File: config.mk
export PLATFORM = sky130hd
export DESIGN_NAME = datapath_cmd_queue
export DESIGN_NICKNAME = d
export VERILOG_FILES = /design/src/rtl/datapath_cmd_queue.sv
export SDC_FILE = /design/constraint.sdc
export NUM_CORES = 1
export LEC_CHECK = 0
export ABC_AREA = 1
export CAP_MARGIN = 20
export CORE_MARGIN = 2
export CORE_UTILIZATION = 53
export CTS_BUF_LIST = sky130_fd_sc_hd__clkbuf_16
export DETAILED_ROUTE_END_ITERATION = 8
export PLACE_DENSITY_LB_ADDON = 0.2
export SETUP_SLACK_MARGIN = 0.5
export SYNTH_ARGS = -nofsm -noshare
export SYNTH_HDL_FRONTEND = slang
export SYNTH_SLANG_ARGS = --single-unit
File: constraint.sdc
create_clock -name clk -period 3 [get_ports clk]
set_input_delay 0.3 -clock clk [delete_from_list [all_inputs] [get_ports clk]]
set_output_delay 0.3 -clock clk [all_outputs]
set_load 0.03 [all_outputs]
File: src/rtl/datapath_cmd_queue.sv
`default_nettype none
// ============================================================================
// Module  : datapath_cmd_queue
// Brief   : Command FIFO that feeds an external combinational datapath and
//           captures its result in a valid/ready output register.
// Rev     : 1.0  initial release
// ============================================================================
module datapath_cmd_queue #(
  parameter int N     = 16,
  parameter int DEPTH = 4
) (
  input  logic                       clk,
  input  logic                       rst,
  input  logic                       in_valid,
  output logic                       in_ready,
  input  logic [N-1:0]               in_A,
  input  logic [N-1:0]               in_B,
  input  logic [2:0]                 in_opcode,
  output logic [N-1:0]               dp_A,
  output logic [N-1:0]               dp_B,
  output logic [2:0]                 dp_opcode,
  input  logic [N-1:0]               dp_Y,
  input  logic                       dp_co,
  output logic                       out_valid,
  input  logic                       out_ready,
  output logic [N-1:0]               out_Y,
  output logic                       out_co,
  output logic [2:0]                 out_opcode,
  output logic [$clog2(DEPTH):0]     count
);

  localparam int AW = $clog2(DEPTH);
  localparam int CW = AW + 1;
  localparam logic [CW-1:0] FULL_CNT = CW'(DEPTH);

  logic [N-1:0]  a_mem  [DEPTH];
  logic [N-1:0]  b_mem  [DEPTH];
  logic [2:0]    op_mem [DEPTH];

  logic [AW-1:0] wr_ptr;
  logic [AW-1:0] rd_ptr;

  logic          empty;
  logic          push;
  logic          issue;

  assign empty    = (count == '0);
  assign in_ready = (count < FULL_CNT) & ~rst;
  assign push     = in_valid & in_ready;
  // A result leaves the register the same cycle a new one may enter it.
  assign issue    = ~empty & (~out_valid | out_ready);

  always_comb begin
    dp_A      = '0;
    dp_B      = '0;
    dp_opcode = '0;
    if (!empty) begin
      dp_A      = a_mem[rd_ptr];
      dp_B      = b_mem[rd_ptr];
      dp_opcode = op_mem[rd_ptr];
    end
  end

  // Storage needs no reset: count gates every read.
  always_ff @(posedge clk) begin
    if (push) begin
      a_mem[wr_ptr]  <= in_A;
      b_mem[wr_ptr]  <= in_B;
      op_mem[wr_ptr] <= in_opcode;
    end
  end

  always_ff @(posedge clk) begin
    if (rst) begin
      wr_ptr     <= '0;
      rd_ptr     <= '0;
      count      <= '0;
      out_valid  <= 1'b0;
      out_Y      <= '0;
      out_co     <= 1'b0;
      out_opcode <= '0;
    end else begin
      if (push) begin
        wr_ptr <= wr_ptr + AW'(1);
      end
      if (issue) begin
        rd_ptr     <= rd_ptr + AW'(1);
        out_Y      <= dp_Y;
        out_co     <= dp_co;
        out_opcode <= op_mem[rd_ptr];
        out_valid  <= 1'b1;
      end else if (out_valid && out_ready) begin
        out_valid  <= 1'b0;
      end
      case ({push, issue})
        2'b10:   count <= count + CW'(1);
        2'b01:   count <= count - CW'(1);
        default: count <= count;
      endcase
    end
  end

endmodule
`default_nettype wire

After elaboration in Yosys (flattened, before gate mapping)

Memories as Yosys holds them, arrays and structs flattened. A register that Yosys moved wholly into a read port is not among the register bits.
Index checks and enable logic that the tools add are counted.

Order comparisons: 1
Multiply operators: 0
Shifts and indexed selects: 0
Div/mod/pow operators: 0
Equal/unequal tests: 2
Add/subtract/negate cells: 4
Muxes and demuxes: 14
Reductions and logical operators: 4
Bitwise operators: 7

Operators with widths:

| operator                                            | number |
|---|---|
| 2-to-1 mux 16 bit                                   | 2 |
| 2-to-1 mux 2 bit                                    | 6 |
| case mux 3 bit (2 select lines)                     | 1 |
| adder 2 x 1 -> 2 bit, second input constant         | 2 |
| 2-to-1 mux 1 bit                                    | 4 |
| nonzero test 2 bit                                  | 2 |
| adder 3 x 1 -> 3 bit, second input constant         | 1 |
| AND 1 bit                                           | 3 |
| logical NOT 3 bit                                   | 1 |
| less-than comparator 3 bit, second input constant   | 1 |
| 2-to-1 mux 3 bit                                    | 1 |
| NOT 1 bit                                           | 3 |
| subtractor 3 x 1 -> 3 bit, second input constant    | 1 |
| equality test 2 x 1 -> 1 bit, second input constant | 1 |
| equality test 2 bit, second input constant          | 1 |
| logical AND 1 bit                                   | 1 |
| OR 1 bit                                            | 1 |

Input bits: 56
Bits in registers: 28
ROM bits: 0
Memories: 3
Bits in latches: 0
Output and inout port bits: 60
RAM bits: 140
Logic and storage cells: 42

Memory list:

| name   | words | width | read ports | clocked after Yosys merged registers in | wr ports | RTL line | text |
|---|---|---|---|---|---|---|---|
| a_mem  | 4     | 16    | 1          | 1                                       | 1        | 36       | `logic [N-1:0] a_mem [DEPTH];` |
| b_mem  | 4     | 16    | 1          | 1                                       | 1        | 37       | `logic [N-1:0] b_mem [DEPTH];` |
| op_mem | 4     | 3     | 1          | 1                                       | 1        | 38       | `logic [2:0] op_mem [DEPTH];` |

Depth between registers and ports, before layout

Gate-level depths: netlist (run 1).

Depth in word-level cells: 5
Depth in mapped cells: 14
Mapped depth without buffers: 13

Worst setup path after synthesis (run 1)

No wires, ideal clock.

Path kind: reg-to-reg
From: reg count[2]
To: mem a_mem[0][0], enable pin
Path slack: -160 ps
Data required time: 2573 ps
Data arrival time: 2733 ps
Stages on the path, launching flop included: 4
Period minus slack after synthesis: 3160 ps
Cell sequence: dfxtp_1 -> nor2_1 -> nand2_1 -> nor2_1

Cells in the longest elaborated chain, start to end: 5

RTL lines:

| what                                   | RTL line | text |
|---|---|---|
| start, declared                        | 29       | `output logic [$clog2(DEPTH):0] count` |
| start signal, assigned                 | 96       | `2'b10: count <= count + CW'(1);` |
| start signal, assigned                 | 97       | `2'b01: count <= count - CW'(1);` |
| start signal, assigned                 | 98       | `default: count <= count;` |
| less-than comparator 3 bit             | 48       | `assign in_ready = (count < FULL_CNT) & ~rst;` |
| AND 1 bit                              | 48       |  |
| named net in_ready                     | 15       | `output logic in_ready,` |
| AND 1 bit                              | 49       | `assign push = in_valid & in_ready;` |
| 2-to-1 mux 1 bit                       | 66       | `if (push) begin` |
| 2-to-1 mux 1 bit (implied by the code) | 67       | `a_mem[wr_ptr] <= in_A;` |
| end, declared                          | 36       |  |

The timed path passes the listed nets, and every way through them passes these cells.

==> flow_summary.toml, run 1 <==
[outcome]
outcome = "finished clean"

[clock_network]
ctsLongestPathBuffers = 2
cts_tree = "done"
insertion_delay_ns = 0.42
htree_levels = 4
cts_buffers = 17
cts_root_buffer = "clkbuf_16"
holdBufCountCts = 0
cts.sinks = 170
path_clk_slew_ns = 0.06

[pwr]
p_per_area_mw_per_mm2 = 995
p_leak_nw = 3.25
vdd_drop_max_mv = 0.694

[worst_setup_path]
cp-start-kind = "register"
r2r-end = "count[2]"
r2r_cells = 13
critPathSlowestCell = "dlygate4sd2_1"
crit_family = "buffers and inverters"
cp_cell_sequence = "buf_6 > nor2_1 > nor2_1 > o21ai_1 > a21oi_1 > dlygate4sd2_1"
crit_buf_inv = 2
rrSetupSlack_ns = 0.91
cp-end-kind = "primary output"
r2r-start = "count[2]"
max_stage_delay_ns = 0.44
crit_type = "register to primary output"
path_max_fanout = 30
crit_cells = 6
crit_arrival_ns = 2.09
cpMostUsedCell = "nor2_1"
worst_ep_required_time_ns = 2.70

[global_route]
grt_pass1_vias = 4506
grt_max_degree = 71
grt.overflow.total = 0
grt_use_total_pct = 21.9
grt_pass1_wl_microns = 22100
antenna_found_initial = 0

[timing]
hold_viol = 0
rsz0062_at_grt = "false"
slew_violations = 0
max_freq_mhz = 418
setup_viol = 0
worst_pin_slew_ns = 0.645
fin_setup_tns_ns = 0
finalCriticalPeriod_ns = 2.39
finClkSkew_ns = 0.00804
slew_headroom_pct = 56.9
fin_crit_sh_pct = 79.8

[synthesis]
synthCells = 590
ys_seq_elements = 170
synth_area_sq_mm = 0.00672
synth_fp_nets = 652
synthDistinctLibCells = 21
ys_warn_count = 0
seq_area_frac_synth_pct = 71.5
synth.avg_cell_area_sq_um = 11.4

[cells_and_area]
layout_common_cells = "nor2_1, edfxtp_1, clkdlybuf4s50_1, o21ai_0, a21oi_1"
layout.cells.non_filler = 893
layout_commonest_cell = "nor2_1"
nFillCells = 974
final_layout_size_suffix_gt1_share_pct = 6.93
final_nets = 770
area_growth_syn_to_layout_pct = 27.3
diodes = 0

[floorplanning]
pin_count = 116
die_x_microns = 117
die_area_sq_mm = 0.0136
initial_utilization_pct = 53.7
die_y_microns = 117
core-area_sq_mm = 0.0125
rows = 41

[worst_hold_path]
hold_class = "register to register"
min_from = "out_Y[0]"
hold-path-cell-count = 2
hold_end = "out_Y[0]"

[detailed_routing]
first_pass_iters = 4
wl_per_cell_microns = 15.9
viasPerCell = 5.11
vias = 4563
dr.first_iter.drc_count = 324
drc = 0
ant_nets = 0
routed_wirelength_microns = 14200

[placement]
place_congestion = 0.804
dp_cells = 861
dp_hpwl_microns = 8340
numPortBuffers = 115

[flow_run]
cap_violations = 0
[timing repair]
| item | in CTS | in global routing |
|---|---|---|
| setup buffers | 0 | 0 |
| endpoints found under the setup margin | 35 | 2 |
| resized for setup | 41 | 2 |
[cell families (layout without fill, tap and decap cells)]
group	after synthesis	after routing	share of synthesized area [%]
simple gates	222	222	12.7
fa+ha+maj	6	6	1.23
flops	170	170	71.5
buf+inv	66	197	5.18
compound gates	126	126	9.38
[state kept, by name, indices dropped and copies added (netlist names), named ones only]
signal / flops
a_mem: 64
b_mem: 64
count: 3
op_mem: 12
out_Y: 16
out_co: 1
out_opcode: 3
out_valid: 1
rd_ptr: 2
wr_ptr: 2
[worst reg2reg max path, delay by kind of cell (launching register included)]
kind / cells / cell delay, ns
fa+ha+maj: 2 / 0.59
flops: 1 / 0.36
buf+inv: 4 / 0.45
simple gates: 7 / 0.58
[metrics by stage]
stage          worst slack, ns  power [mW]  utilization, %  hold slack [ns]  instance area (sq um)
2_1_floorplan            0.362        5.43               -            0.378                   6730
3_3_place_gp             0.618        6.68            64.1            0.468                   8020
3_5_place_dp             0.561        6.75            64.1            0.475                   8020
4_1_cts                  0.501        8.59            68.3            0.489                   8550
5_1_grt                  0.517        8.98            68.3            0.509                   8550
6_report                 0.606        8.51            68.3            0.485                   8550
[cells in the mapped netlist]
| library cell | count | share of area (%) |
|---|---|---|
| a21oi_1 | 40 | 3.0 |
| buf_2 | 11 | 0.82 |
| buf_4 | 5 | 0.56 |
| buf_6 | 7 | 1.2 |
| clkbuf_1 | 1 | 0.056 |
| clkbuf_2 | 6 | 0.45 |
| dfxtp_1 | 30 | 8.9 |
| edfxtp_1 | 140 | 63 |
| fa_1 | 1 | 0.30 |
| ha_1 | 5 | 0.93 |
| inv_1 | 32 | 1.8 |
| inv_2 | 1 | 0.056 |
| inv_4 | 3 | 0.28 |
| nand2_1 | 33 | 1.8 |
| nand2_2 | 1 | 0.093 |
| nand2_4 | 1 | 0.17 |
| nand3_1 | 8 | 0.60 |
| nor2_1 | 178 | 9.9 |
| nor2_2 | 1 | 0.093 |
| o21ai_0 | 67 | 5.0 |
| o21ai_1 | 19 | 1.4 |
[metal layers]
layer / vias up / wire length (microns) / GRT usage, %
li1: 2241 / - / -
met5: - / 0 / 0
met3: 20 / 810 / 5.29
met4: 0 / 233 / 8.94
met2: 131 / 7420 / 38.0
met1: 2171 / 5720 / 26.3
[worst max-delay path by stage]
stage | startpoint | end
2_1_floorplan | count[2] | a_mem[0][0]
3_3_place_gp | out_ready | count[2]
3_5_place_dp | out_ready | count[2]
4_1_cts | register | dp_B[5]
5_1_grt | register | dp_B[11]
6_report | register | dp_A[7]
[cell type report]
type	instances	area [sq um]	area share (%)
flip-flops and latches	170	4810	56.2
inverters	36	153	1.78
clock buffers	17	425	4.97
multi-input cells	354	1600	18.7
well taps	172	215	2.52
clock inverters	15	120	1.40
repair buffers	129	1230	14.4
[power by group]
group          total, mW  internal (mW)  switching, mW
registers           3.00           2.83          0.168
clock network       2.01           1.19          0.818
logic               3.51           1.15           2.36
Note: power is estimated with default switching activity, not from simulation.
==> inputs of run 2 (changes only) <==
--- a/config.mk
+++ b/config.mk
@@ -8,7 +8,7 @@
 export ABC_AREA = 1
 export CAP_MARGIN = 20
 export CORE_MARGIN = 2
-export CORE_UTILIZATION = 53
+export CORE_UTILIZATION = 48
 export CTS_BUF_LIST = sky130_fd_sc_hd__clkbuf_16
 export DETAILED_ROUTE_END_ITERATION = 8
 export PLACE_DENSITY_LB_ADDON = 0.2
==> constraint.sdc (replaced) <==
create_clock -name clk -period 2.04 [get_ports clk]
set_input_delay 0.204 -clock clk [delete_from_list [all_inputs] [get_ports clk]]
set_output_delay 0.204 -clock clk [all_outputs]
set_load 0.03 [all_outputs]
==> flow_summary.toml, run 2 (same netlist as run 1, synthesis figures left out) <==
[pwr]
vdd_drop_max_mv = 1.06
total_power_mw = 14.1
p_leak_nw = 3.66
p_per_area_mw_per_mm2 = 1480

[clock_network]
cts.sinks = 170
path_clk_slew_ns = 0.06
holdBufCountCts = 0
ctsLongestPathBuffers = 2
cts_tree = "done"
cts_root_buffer = "clkbuf_16"
cts_buffers = 17
htree_levels = 4
insertion_delay_ns = 0.42

[cells_and_area]
final_layout_size_suffix_gt1_share_pct = 22.8
layout_commonest_cell = "nor2_1"
diodes = 0
area_growth_syn_to_layout_pct = 42.0
layout_common_cells = "nor2_1, edfxtp_1, clkdlybuf4s50_1, o21ai_0, buf_4"
layout.cells.non_filler = 940
reg_top3 = "a_mem x64, b_mem x64, out_Y x16"
final_nets = 809
final_area_sq_mm = 0.00954

[global_route]
antenna_found_initial = 0
grt_pass1_wl_microns = 21900
grt_use_total_pct = 19.4
grt_max_degree = 46
grt.overflow.total = 0
grt_pass1_vias = 4561

[worst_setup_path]
worst_ep_required_time_ns = 1.84
r2r-start = "count[1]"
cp-end-kind = "primary output"
crit_arrival_ns = 1.71
cp-start-kind = "register"
path_max_fanout = 5
crit_type = "register to primary output"

[worst_hold_path]
hold_class = "primary input to register"
min_from = "dp_Y[15]"

[detailed_routing]
wl_per_cell_microns = 18.0
drc = 0
first_pass_iters = 5
vias = 4939
ant_nets = 0
routed_wirelength_microns = 16900
dr.first_iter.drc_count = 430
viasPerCell = 5.25

[timing]
slew_headroom_pct = 77.1
finalCriticalPeriod_ns = 1.92
fin_setup_tns_ns = 0
hold_viol = 0
fin_crit_sh_pct = 94.0
finClkSkew_ns = 0.00649
slew_violations = 0
rsz0062_at_grt = "true"
worst_pin_slew_ns = 0.343
setup_viol = 0
max_freq_mhz = 521

[floorplanning]
initial_utilization_pct = 48.8
core-area_sq_mm = 0.0138
rows = 43
die_y_microns = 122
die_area_sq_mm = 0.0150
pin_count = 116
die_x_microns = 122

[placement]
postPlaceCellArea_sq_mm = 0.00808
numPortBuffers = 115
dp_hpwl_microns = 9000
dp_cells = 870
place_congestion = 0.754

[flow_run]
cap_violations = 0

[outcome]
outcome = "finished clean"
## run 2: cell types whose count changed in the layout (fill, tap and decap cells not counted), sizes merged
cell           delta
buf              +58
clkdlybuf4s50    -25
clkbuf           +15
dlygate4sd2      -10
clkinv            +3
inv               -3
dlymetal6s2s      -2
bufinv            +1
clkdlybuf4s15     +1
clkinvlp          +1
## run 2: cell type report
class	count	area (sq um)
Tap cell	180	225
Sequential cell	170	4820
Fill cell	969	4230
Inverter	36	186
Multi-Input combinational cell	354	1750
Timing Repair inverter	2	22.5
Clock inverter	15	159
Clock buffer	17	425
Timing Repair Buffer	166	1940
## run 2: per-stage QoR
stage | hold slack (ns) | setup WS (ns) | util (%)
2_1_floorplan | 0.282 | 0.283 | -
6_report | 0.389 | 0.121 | 69.3
3_3_place_gp | 0.465 | 0.209 | 58.7
3_5_place_dp | 0.477 | 0.143 | 58.7
4_1_cts | 0.374 | 0.0958 | 63.6
5_1_grt | 0.393 | 0.0406 | 69.3
## run 2: repair_timing
item	in CTS	in global routing
gates resized for setup	51	73
gates cloned	0	27
setup buffers	3	8
pin swaps	4	21
endpoints found under the setup margin	61	179
## run 2: metal layers
metal  wire length, microns  share of wire [%]  global-route usage [%]
met5                      0                  0                       0
met4                    278                1.6                    6.90
met3                   1320                7.8                    6.92
met2                   8810                 52                    33.9
met1                   6500                 38                    22.0
## run 2: worst paths after layout
check / endpoint / slack [ns] / cells past startpoint
setup reg to reg: count[2] / 0.44 / 13
setup / recovery: dp_B[5] / 0.12 / 7
hold / removal: out_Y[15] / 0.39 / 3
hold reg to reg: out_Y[9] / 0.48 / 2
## run 2: where the power goes
group,total [mW],internal (mW),switching (mW)
Sequential,4.40,4.17,0.230
Clock,3.16,1.90,1.26
Combinational,6.51,2.50,4.00
## run 2: critical path, stage by stage (launching register included)
cell,delay [ns]
dfxtp_4,0.40
buf_12,0.17
clkbuf_16,0.15
nor2_1,0.04
nor2_1,0.10
o21ai_1,0.08
a21oi_1,0.17
buf_4,0.18
==> inputs of run 3 (changes only) <==
--- a/config.mk
+++ b/config.mk
@@ -5,10 +5,9 @@
 export SDC_FILE = /design/constraint.sdc
 export NUM_CORES = 1
 export LEC_CHECK = 0
-export ABC_AREA = 1
 export CAP_MARGIN = 20
 export CORE_MARGIN = 2
-export CORE_UTILIZATION = 48
+export CORE_UTILIZATION = 47
 export CTS_BUF_LIST = sky130_fd_sc_hd__clkbuf_16
 export DETAILED_ROUTE_END_ITERATION = 8
 export PLACE_DENSITY_LB_ADDON = 0.2
==> flow_summary.toml, run 3 <==
[placement]
dp_hpwl_microns = 7990
dp_cells = 665
numPortBuffers = 115
postPlaceCellArea_sq_mm = 0.00825
place_congestion = 0.690

[floorplanning]
initial_utilization_pct = 47.7
pin_count = 116
die_y_microns = 122
die_x_microns = 122
die_area_sq_mm = 0.0149
rows = 43
core-area_sq_mm = 0.0137

[synthesis]
synth_top_area_share_pct = 64.3
synthCells = 368
synthArstFlopShare_pct = 0
synth_area_sq_mm = 0.00654
synth.most_common_cell = "edfxtp_1"
synthDistinctLibCells = 28
ys_top_cells_by_count = "edfxtp_1, and2_1, mux4_2, dfxtp_1, a21oi_1"
seq_area_frac_synth_pct = 73.5
ys.flop_type = "edfxtp_1"
synth.avg_cell_area_sq_um = 17.8
synth_edf_count = 140
synthTopCellsByArea = "edfxtp_1, mux4_2, dfxtp_1, and2_1, a21oi_1"
ys_seq_elements = 170
ys_warn_count = 0
synth_fp_nets = 430
synth_top_area_cell = "edfxtp_1"

[cells_and_area]
layout.cells.non_filler = 738
nFillCells = 909
layout_commonest_cell = "edfxtp_1"
final_nets = 609
multi_input_area_sq_mm = 0.00173
layout_common_cells = "edfxtp_1, clkdlybuf4s50_1, buf_6, and2_4, mux4_2"
area_growth_syn_to_layout_pct = 48.6
reg_top3 = "a_mem x64, b_mem x64, out_Y x16"
diodes = 0
final_layout_size_suffix_gt1_share_pct = 39.2
final_area_sq_mm = 0.00972
final-seq-area_sq_mm = 0.00482

[worst_setup_path]
cp-start-kind = "register"
path_max_fanout = 7
critPathSlowestCell = "mux4_2"
max_stage_delay_ns = 0.52
cp_cell_sequence = "buf_6 > buf_12 > mux4_2 > and2_4 > buf_6"
crit_arrival_ns = 1.90
cpMostUsedCell = "buf_6"
cp-end-kind = "primary output"
r2r-start = "count[2]"
crit_type = "register to primary output"
worst_ep_required_time_ns = 1.84

[timing]
finalCriticalPeriod_ns = 2.10
setup_viol = 22
slew_violations = 0
fin_setup_tns_ns = -0.779
slew_headroom_pct = 78.1
worst_pin_slew_ns = 0.330
rsz0062_at_grt = "true"
max_freq_mhz = 475
hold_viol = 0
fin_crit_sh_pct = 103
finClkSkew_ns = 0.00716
setup_ws_ns = -0.0635
holdWs_ns = 0.350

[pwr]
seqPwrFrac_pct = 30.3
p_leak_nw = 3.51
swShare_pct = 33.9
power.share.clock_pct = 19.8
vdd_drop_max_mv = 0.764
power_switching_mw = 4.85
p_int_mw = 9.46
p_per_area_mw_per_mm2 = 1470
combPwrFrac_pct = 49.9

[detailed_routing]
viasPerCell = 5.34
vias = 3941
routed_wirelength_microns = 14500
wl_per_cell_microns = 19.7
dr.first_iter.drc_count = 213
drc = 0
first_pass_iters = 5
ant_nets = 0

[global_route]
antenna_found_initial = 0
grt_use_total_pct = 20.3
grt_pass1_vias = 3911
grt_max_degree = 32
grt.overflow.total = 0
grt_pass1_wl_microns = 21600

[clock_network]
path_clk_slew_ns = 0.06
cts_tree = "done"
cts_buffers = 17
htree_levels = 4
insertion_delay_ns = 0.41
cts_root_buffer = "clkbuf_16"
cts.sinks = 170
ctsLongestPathBuffers = 2

[outcome]
violations = "setup timing"
outcome = "finished with violations"

[worst_hold_path]
hold_class = "primary input to register"
min_from = "dp_Y[11]"

[flow_run]
cap_violations = 0
==> run 3: layout make-up <==
class	count	share of cell area [%]
timing repair buffer	183	24.7
clock buffer	17	4.38
sequential	170	49.6
clock inverter	13	0.940
tap	180	2.32
inverter	7	0.270
multi-input combinational	168	17.8
==> run 3: power groups by stage <==
stage | combinational [mW] | sequential, mW | clock, mW
4_1_cts | 7.08 | 4.33 | 2.89
6_report | 7.14 | 4.34 | 2.83
3_5_place_dp | 6.14 | 4.39 | 0
2_1_floorplan | 3.63 | 4.70 | 0
5_1_grt | 7.55 | 4.37 | 3.00
3_3_place_gp | 6.09 | 4.36 | 0
==> run 3: critical path: cells and delay by family, from the launching register on <==
family	cells	cell delay [ns]
mux	1	0.52
flops	1	0.43
buf+inv	3	0.37
simple gates	1	0.16
==> run 3: path summary, 6_finish.rpt <==
| path | to | slack, ns | cells past startpoint |
|---|---|---|---|
| worst min-delay path | out_Y[11] | 0.35 | 3 |
| worst max register to register | count[2] | 0.20 | 9 |
| worst max-delay path | dp_A[13] | -0.06 | 5 |
| worst min register to register | out_Y[14] | 0.48 | 2 |
==> run 3: metal layers <==
layer	vias up	global-route usage, %	part of all wire [%]
li1	1796	-	-
met1	2010	26.1	41
met2	122	33.7	52
met3	13	4.59	4.9
met4	0	8.26	1.4
met5	-	0	0
==> run 3: metrics by stage <==
step	setup WS, ns	total power [mW]	util [%]
3_3_place_gp	-0.0321	10.5	60.1
2_1_floorplan	0.268	8.34	-
4_1_cts	-0.0793	14.3	69.6
5_1_grt	-0.120	14.9	70.8
3_5_place_dp	-0.100	10.5	60.1
6_report	-0.0635	14.3	70.8
==> run 3: cell families after synthesis <==
group                    count (synthesis)  synth area share, %
XOR/XNOR                                 3                0.402
flip-flops                             170                 73.5
multiplexers                            35                 12.1
AO/OA/AOI/OAI                           50                 3.98
adder cells (fa/ha/maj)                  6                 1.26
buffers and inverters                   30                 2.37
AND/OR/NAND/NOR                         74                 6.47
==> run 3: timing repair <==
action | in CTS | in global routing
setup endpoints to repair | 203 | 177
cloned | 15 | 4
pin swaps | 41 | 1
setup buffers | 20 | 4
resized for setup | 280 | 2
hold buffers | 0 | 0
